**src/rtl/mux_pkg.sv**
```systemverilog
// Shared types and limits for the LED row multiplexing sequencer.
package mux_pkg;

  typedef enum logic [1:0] {IDLE, BLANK, DRIVE} mux_state_t;

  localparam int CLK_PERIOD_NS    = 20;
  // 500 cycles at 50 MHz = 10 us, the longest a row MOSFET may be held on.
  localparam int MAX_DRIVE_CYCLES = 500;

  function automatic int max2(input int a, input int b);
    return (a > b) ? a : b;
  endfunction

endpackage

```
**src/rtl/mux_sequencer.sv**
```systemverilog
// Steps a one-hot row select across N_MUX rows: an all-off BLANK gap, then a
// bounded DRIVE window per row, with strobes so row data can latch during BLANK.
module mux_sequencer
  import mux_pkg::*;
#(
  parameter int N_MUX        = 8,
  parameter int DRIVE_CYCLES = 500,
  parameter int BLANK_CYCLES = 25,
  parameter bit ACTIVE_LOW   = 1'b0
) (
  input  logic                     clk_50,
  input  logic                     nrst,
  input  logic                     enable,
  input  logic                     frame_sync,
  output logic [N_MUX-1:0]         mux_out,
  output logic [$clog2(N_MUX)-1:0] mux_idx,
  output logic                     row_strobe,
  output logic                     frame_start,
  output logic                     busy
);

  localparam int IDX_W = $clog2(N_MUX);
  localparam int CNT_W = $clog2(max2(DRIVE_CYCLES, BLANK_CYCLES) + 1);

  // Counters run down to zero, so a window of L cycles reloads with L-1.
  // A zero-length blank still occupies one all-off cycle.
  localparam logic [CNT_W-1:0] DRIVE_LD = CNT_W'(DRIVE_CYCLES - 1);
  localparam logic [CNT_W-1:0] BLANK_LD = CNT_W'((BLANK_CYCLES == 0) ? 0 : BLANK_CYCLES - 1);
  localparam logic [IDX_W-1:0] LAST_IDX = IDX_W'(N_MUX - 1);
  localparam logic [N_MUX-1:0] INACTIVE = {N_MUX{ACTIVE_LOW}};

  if (DRIVE_CYCLES > MAX_DRIVE_CYCLES || DRIVE_CYCLES == 0 || N_MUX < 2) begin : g_param_check
    $fatal(1, "mux_sequencer: illegal parameters (DRIVE_CYCLES=%0d N_MUX=%0d)",
           DRIVE_CYCLES, N_MUX);
  end

  mux_state_t       state_q, state_d;
  logic [CNT_W-1:0] cnt_q, cnt_d;
  logic [IDX_W-1:0] idx_q, idx_d;
  logic [N_MUX-1:0] mux_out_q, mux_out_d;
  logic             row_strobe_q, row_strobe_d;
  logic             frame_start_q, frame_start_d;
  logic             busy_q, busy_d;
  logic             restart;

  always_comb begin
    state_d       = state_q;
    cnt_d         = cnt_q;
    idx_d         = idx_q;
    row_strobe_d  = 1'b0;
    frame_start_d = 1'b0;
    // frame_sync only matters once running; a start from IDLE is the same restart.
    restart       = enable && ((state_q == IDLE) || frame_sync);

    if (!enable) begin
      state_d = IDLE;
      cnt_d   = '0;
      idx_d   = '0;
    end else if (restart) begin
      state_d       = BLANK;
      cnt_d         = BLANK_LD;
      idx_d         = '0;
      row_strobe_d  = 1'b1;
      frame_start_d = 1'b1;
    end else begin
      case (state_q)
        BLANK: begin
          if (cnt_q == '0) begin
            state_d = DRIVE;
            cnt_d   = DRIVE_LD;
          end else begin
            cnt_d = cnt_q - 1'b1;
          end
        end
        DRIVE: begin
          if (cnt_q == '0) begin
            state_d       = BLANK;
            cnt_d         = BLANK_LD;
            idx_d         = (idx_q == LAST_IDX) ? '0 : idx_q + 1'b1;
            row_strobe_d  = 1'b1;
            frame_start_d = (idx_q == LAST_IDX);
          end else begin
            cnt_d = cnt_q - 1'b1;
          end
        end
        default: begin
          state_d = IDLE;
          cnt_d   = '0;
          idx_d   = '0;
        end
      endcase
    end

    // Outputs are decoded from the next state so they line up with it after the edge.
    mux_out_d = INACTIVE;
    if (state_d == DRIVE) mux_out_d = (N_MUX'(1) << idx_d) ^ INACTIVE;
    busy_d = (state_d != IDLE);
  end

  always_ff @(posedge clk_50 or negedge nrst) begin
    if (!nrst) begin
      state_q       <= IDLE;
      cnt_q         <= '0;
      idx_q         <= '0;
      mux_out_q     <= INACTIVE;
      row_strobe_q  <= 1'b0;
      frame_start_q <= 1'b0;
      busy_q        <= 1'b0;
    end else begin
      state_q       <= state_d;
      cnt_q         <= cnt_d;
      idx_q         <= idx_d;
      mux_out_q     <= mux_out_d;
      row_strobe_q  <= row_strobe_d;
      frame_start_q <= frame_start_d;
      busy_q        <= busy_d;
    end
  end

  assign mux_out     = mux_out_q;
  assign mux_idx     = idx_q;
  assign row_strobe  = row_strobe_q;
  assign frame_start = frame_start_q;
  assign busy        = busy_q;

endmodule

```
**config.mk**
```make
export PLATFORM = sky130hd
export DESIGN_NAME = mux_sequencer
export DESIGN_NICKNAME = d
export VERILOG_FILES = /design/src/rtl/mux_pkg.sv /design/src/rtl/mux_sequencer.sv
export SDC_FILE = /design/constraint.sdc
export NUM_CORES = 1
export LEC_CHECK = 0
export CELL_PAD_IN_SITES_DETAIL_PLACEMENT = 0
export CELL_PAD_IN_SITES_GLOBAL_PLACEMENT = 1
export CORE_MARGIN = 1.5
export CORE_UTILIZATION = 25
export DETAILED_ROUTE_END_ITERATION = 7
export PLACE_DENSITY = 0.6
export SLEW_MARGIN = 20
export SYNTH_ARGS = -nofsm -noshare
export SYNTH_HDL_FRONTEND = slang
export SYNTH_SLANG_ARGS = --single-unit
export TNS_END_PERCENT = 50
```
**constraint.sdc**
```tcl
create_clock -name clk_50 -period 2.3 [get_ports clk_50]
set_input_delay 0.46 -clock clk_50 [delete_from_list [all_inputs] [get_ports clk_50]]
set_output_delay 0.46 -clock clk_50 [all_outputs]
set_load 0.01 [all_outputs]
```
After elaboration in Yosys (flattened, before gate mapping)
Cells that the tools add are included.

Output and inout port bits: 14. Input bits: 4. Register bits: 25. Word-level logic and storage cells: 43.

Equality and inequality tests: 4. Add/sub/neg operators: 2. Multiplexer cells: 24. Reduce and logical (&&, ||, !) cells: 5. Shifts and indexed selects: 1.

Operator list (number): $mux W9 (4); $pmux W9 S2 (1); $mux W3 (4); $logic_not A9 Y1 (1); $sub A9 B1 Y9 const B (1); $mux W1 (8); $mux W2 (4); $mux W8 (1); $shl A1 B3 Y8 const A (1); $pmux W3 S2 (1); $eq A2 B2 Y1 const B (2); $pmux W2 S2 (1); $add A3 B1 Y3 const B (1); $eq A3 B3 Y1 const B (1); $eq A2 B1 Y1 const B (1); $logic_not A2 Y1 (1); $reduce_bool A2 Y1 (1); $logic_and A1 B1 Y1 (1); $logic_or A1 B1 Y1 (1).

Depth between registers and ports, before layout
Word-level depth: 8. Mapped depth: 9. Gate-level depth less buffers: 8.

Worst setup path after synthesis
Ideal clock, no wire load.

Kind: register to register. Start: reg state_q[1]. End: reg mux_out_q[4], in the netlist mux_out[4]. Data arrival time: 1.777 ns. Buffers on the path: 0. Stages on the path, launching flop included: 8. Slack: 0.418 ns. Cells stage by stage: dfrtp_1 > inv_1 > ha_1 > and4bb_2 > and4_2 > a22oi_4 > inv_2 > nor4b_1.

Cells in the longest elaborated chain, start to end: 7. Elaborated cells between the ends (all ways): 16.

RTL lines: start: declaration (line mux_sequencer.sv:37) `mux_state_t state_q, state_d;`; start signal: assignment (line mux_sequencer.sv:110) `state_q <= state_d;`; parallel branches: the longest is 3 deep, another holds $pmux W3 S2; $mux W3 (*) (line mux_sequencer.sv:59) `end else if (restart) begin`; $mux W3 (*) (line mux_sequencer.sv:55) `if (!enable) begin`; named net idx_d[1] (line mux_sequencer.sv:39) `logic [IDX_W-1:0] idx_q, idx_d;`; $shl A1 B3 Y8 (*) (line mux_sequencer.sv:96) `if (state_d == DRIVE) mux_out_d = (N_MUX'(1) << idx_d) ^ INACTIVE;`; $mux W8 (*) (line mux_sequencer.sv:96); named net mux_out_d[4] (line mux_sequencer.sv:40) `logic [N_MUX-1:0] mux_out_q, mux_out_d;`; end signal: assignment (line mux_sequencer.sv:113) `mux_out_q <= mux_out_d;`; end: declaration (line mux_sequencer.sv:40).

Mark *: on every way through the listed nets, which the timed path passes.

Final worst setup path
Start: reg cnt_q[1]. End: reg mux_out_q[5], in the netlist mux_out[5].

Cells in the longest elaborated chain, start to end: 7. Elaborated cells between the ends (all ways): 13.

RTL lines: start: declaration (line mux_sequencer.sv:38) `logic [CNT_W-1:0] cnt_q, cnt_d;`; start signal: assignment (line mux_sequencer.sv:111) `cnt_q <= cnt_d;`; $logic_not A9 Y1 (*) (line mux_sequencer.sv:68, mux_sequencer.sv:76); $mux W2, or another cell as far along (line mux_sequencer.sv:76) `if (cnt_q == '0) begin`; $pmux W2 S2 or $pmux W3 S2 (tied branches) (line mux_sequencer.sv:66) `case (state_q)`; $mux W2 or $mux W3 (tied branches) (line mux_sequencer.sv:59); $mux W2 or $mux W3 (tied branches) (line mux_sequencer.sv:55); $eq A2 B2 Y1 or $shl A1 B3 Y8 (tied branches) (line mux_sequencer.sv:96); $mux W8 (*) (line mux_sequencer.sv:96); named net mux_out_d[5] (line mux_sequencer.sv:40).

Mark *: on every way through the listed nets, which the timed path passes. The rest lies on a longest branch.

==> qor.csv <==
metric,value,unit
leakage,0.704,nW
cts_setup_buffers,0,
drc,0,
design.core.area,0.00472,mm^2
initial_core_util,0.258,
ir_drop,0.000380,V
grt_max_degree,26,
finalPower,0.838,mW
crit_fanout,4,
status,"complete, no violations",
max_slew_margin,0.667,
max_freq,0.471,GHz
final_cells,198,
critPathBufInv,2,
tritoncts,done,
hp-class,in -> async,
yosys.area.top_type,dfrtp_1,
grt_pass1_vias,909,
synth_warnings,0,
grt_pass1_wl,4.37,mm
port_buffers,17,
hold_violations,0,
slew_viol_final,0,
place.detailed.hpwl,1.90,mm
clock_latency,0.27,ns
cp_data_required_time,2.44,ns
track_usage,0.109,
cp.arrival,2.27,ns
synth_seq_cells,25,
cp-end-kind,flip-flop,
h-tree-depth,1,
yosys-top-cells-area,"dfrtp_1 51%, ha_1 6.2%, a21oi_1 2.9%",
vias_per_cell,4.53,
netlist_area,0.00122,mm^2
syn_inst,102,
ctsLongestPathBuffers,2,
vias,896,
cp_slowest_stage_delay,0.41,ns
die_area,0.00531,mm^2
drtIter0Drc,27,
power_density,519,mW/mm^2
ys_types,37,
nets,142,
cp-start-kind,flip-flop,
synth_top_area_share,0.513,
cts_buffers,3,
drv_cap,0,
syn-num-nets,112,
wirelength,2.70,mm
clk_pin_slew,0.09,ns
fp.dieH,72.9,um
period_share,0.922,
synthToLayoutAreaGrowth,32.2,%
dr.pass1.iters,4,
cts_sinks,25,
cp_top_family,simple AND/OR/NAND/NOR gates,
cts-resized-gates,0,
dp.cells,194,
worstSetupPathType,reg -> reg,
setup_tns,0,ns
seq_area_frac_synth,0.513,
hold_buffers,0,
io-pin-count,18,
worstMarginPinSlew,0.498,ns
wl_per_cell,13.6,um
setup_violations,0,
whs,0.547,ns
skew,0.00927,ns
min_period,2.12,ns
die_w,72.9,um
n_antenna_cell,0,
layout-drive-gt1-share,0.252,
cts_root_buf,clkbuf_8,
worst_slack,0.179,ns
ant_nets,0,
rows,25,
place_ws,-0.105,ns
antenna_found_initial,0,
slowest_stage,dfrtp_1,
grt_overflow,0,
synth_area_per_cell,12.0,um^2
cp_cell_sequence,inv_1 -> ha_1 -> nor4b_4 -> buf_4 -> and4_2 -> a21oi_2 -> a211oi_2 -> nor4b_1,
gp_congestion,0.763,
-- synth_stat cells --
cell type / instances
buf_6: 1
a211oi_2: 1
nand3_1: 2
inv_2: 2
inv_1: 4
nand2_1: 6
a211oi_1: 1
a22oi_4: 1
xor2_1: 3
nor4b_1: 4
nor4_2: 1
nor3_1: 1
a21oi_4: 1
a21boi_0: 2
nor4_1: 5
and4_2: 1
nor3b_1: 1
and4bb_2: 1
a2111oi_0: 1
a21oi_1: 7
xnor2_1: 2
dfrtp_1: 25
o21a_1: 1
o21ai_2: 1
o21ai_4: 1
ha_1: 6
or4_1: 1
o21ai_0: 4
and2_1: 1
or2_2: 1
nor4_4: 1
nor2_1: 6
nand2_2: 1
a22o_2: 1
o31ai_1: 1
nor4b_4: 1
o211ai_1: 2
-- flip-flops by register name, summed over array words and instances, names as in the netlist --
register,cells
mux_idx,3
frame_start,1
state_q,2
cnt_q,9
busy,1
mux_out,8
row_strobe,1
-- through the flow --
stage,cell area (um^2),util
floorplan,1220,-
global placement,1530,0.324
detailed placement,1530,0.324
CTS,1580,0.334
global route,1610,0.341
finish,1610,0.341
-- worst register-to-register path, cell delays in order (launching register included) --
cell and delay, ns:
dfrtp_1 0.41, inv_1 0.06, ha_1 0.19, nor4b_4 0.28, buf_4 0.17, and4_2 0.28, a21oi_2 0.09, a211oi_2 0.21
nor4b_1 0.31
-- power breakdown --
| group | total [mW] | switching [mW] | internal [mW] |
|---|---|---|---|
| registers | 0.459 | 0.00966 | 0.449 |
| logic | 0.123 | 0.0684 | 0.0543 |
| clock network | 0.256 | 0.132 | 0.124 |
-- worst paths after layout --
kind / slack, ns / cells after the start / start / end
worst max-delay path: 0.18 / 8 / cnt_q[1] / mux_out[5]
worst min-delay path: 0.55 / 2 / nrst / cnt_q[8]
worst max register to register: 0.18 / 8 / cnt_q[1] / mux_out[5]
worst min register to register: 0.55 / 1 / cnt_q[7] / cnt_q[7]
max in group asynchronous: 1.50 / 2 / nrst / state_q[0]
min in group clk_50: 0.55 / 1 / cnt_q[7] / cnt_q[7]
-- cell usage in the layout, fill, tap and decap left out, drive strengths merged, types with 3 or more instances in the layout --
cell type | Yosys | final
dfrtp | 25 | 25
clkdlybuf4s50 | 0 | 17
buf | 1 | 9
a21oi | 8 | 8
nand2 | 7 | 7
nor4 | 7 | 7
nor2 | 6 | 6
ha | 6 | 6
inv | 6 | 6
o21ai | 6 | 6
nor4b | 5 | 5
clkbuf | 0 | 4
xor2 | 3 | 3
-- cell type report --
type | count | area (um^2)
Timing Repair Buffer | 26 | 238
Inverter | 6 | 22.5
Clock buffer | 4 | 45.0
Tap cell | 67 | 83.8
Multi-Input combinational cell | 70 | 598
Fill cell | 491 | 3110
Sequential cell | 25 | 626
-- kinds of logic (layout without fill, tap and decap cells) --
kind of cell               count (synthesis)  count (layout)  share of synthesized area
AOI/OAI and AO/OA                         25              25                      0.165
xor gates and xnor gates                   5               5                     0.0359
adders and majority gates                  6               6                     0.0615
buffers and inverters                      7              36                     0.0277
DFF                                       25              25                      0.513
and+or+nand+nor                           34              34                      0.197
-- layer usage --
metal  share of wire  track usage  wire, um
met4          0.0067       0.0252        18
met1            0.48        0.141      1310
met3           0.039       0.0345       104
met5               0            0         0
met2            0.47        0.178      1260
Note: power is estimated with default switching activity, not from simulation.
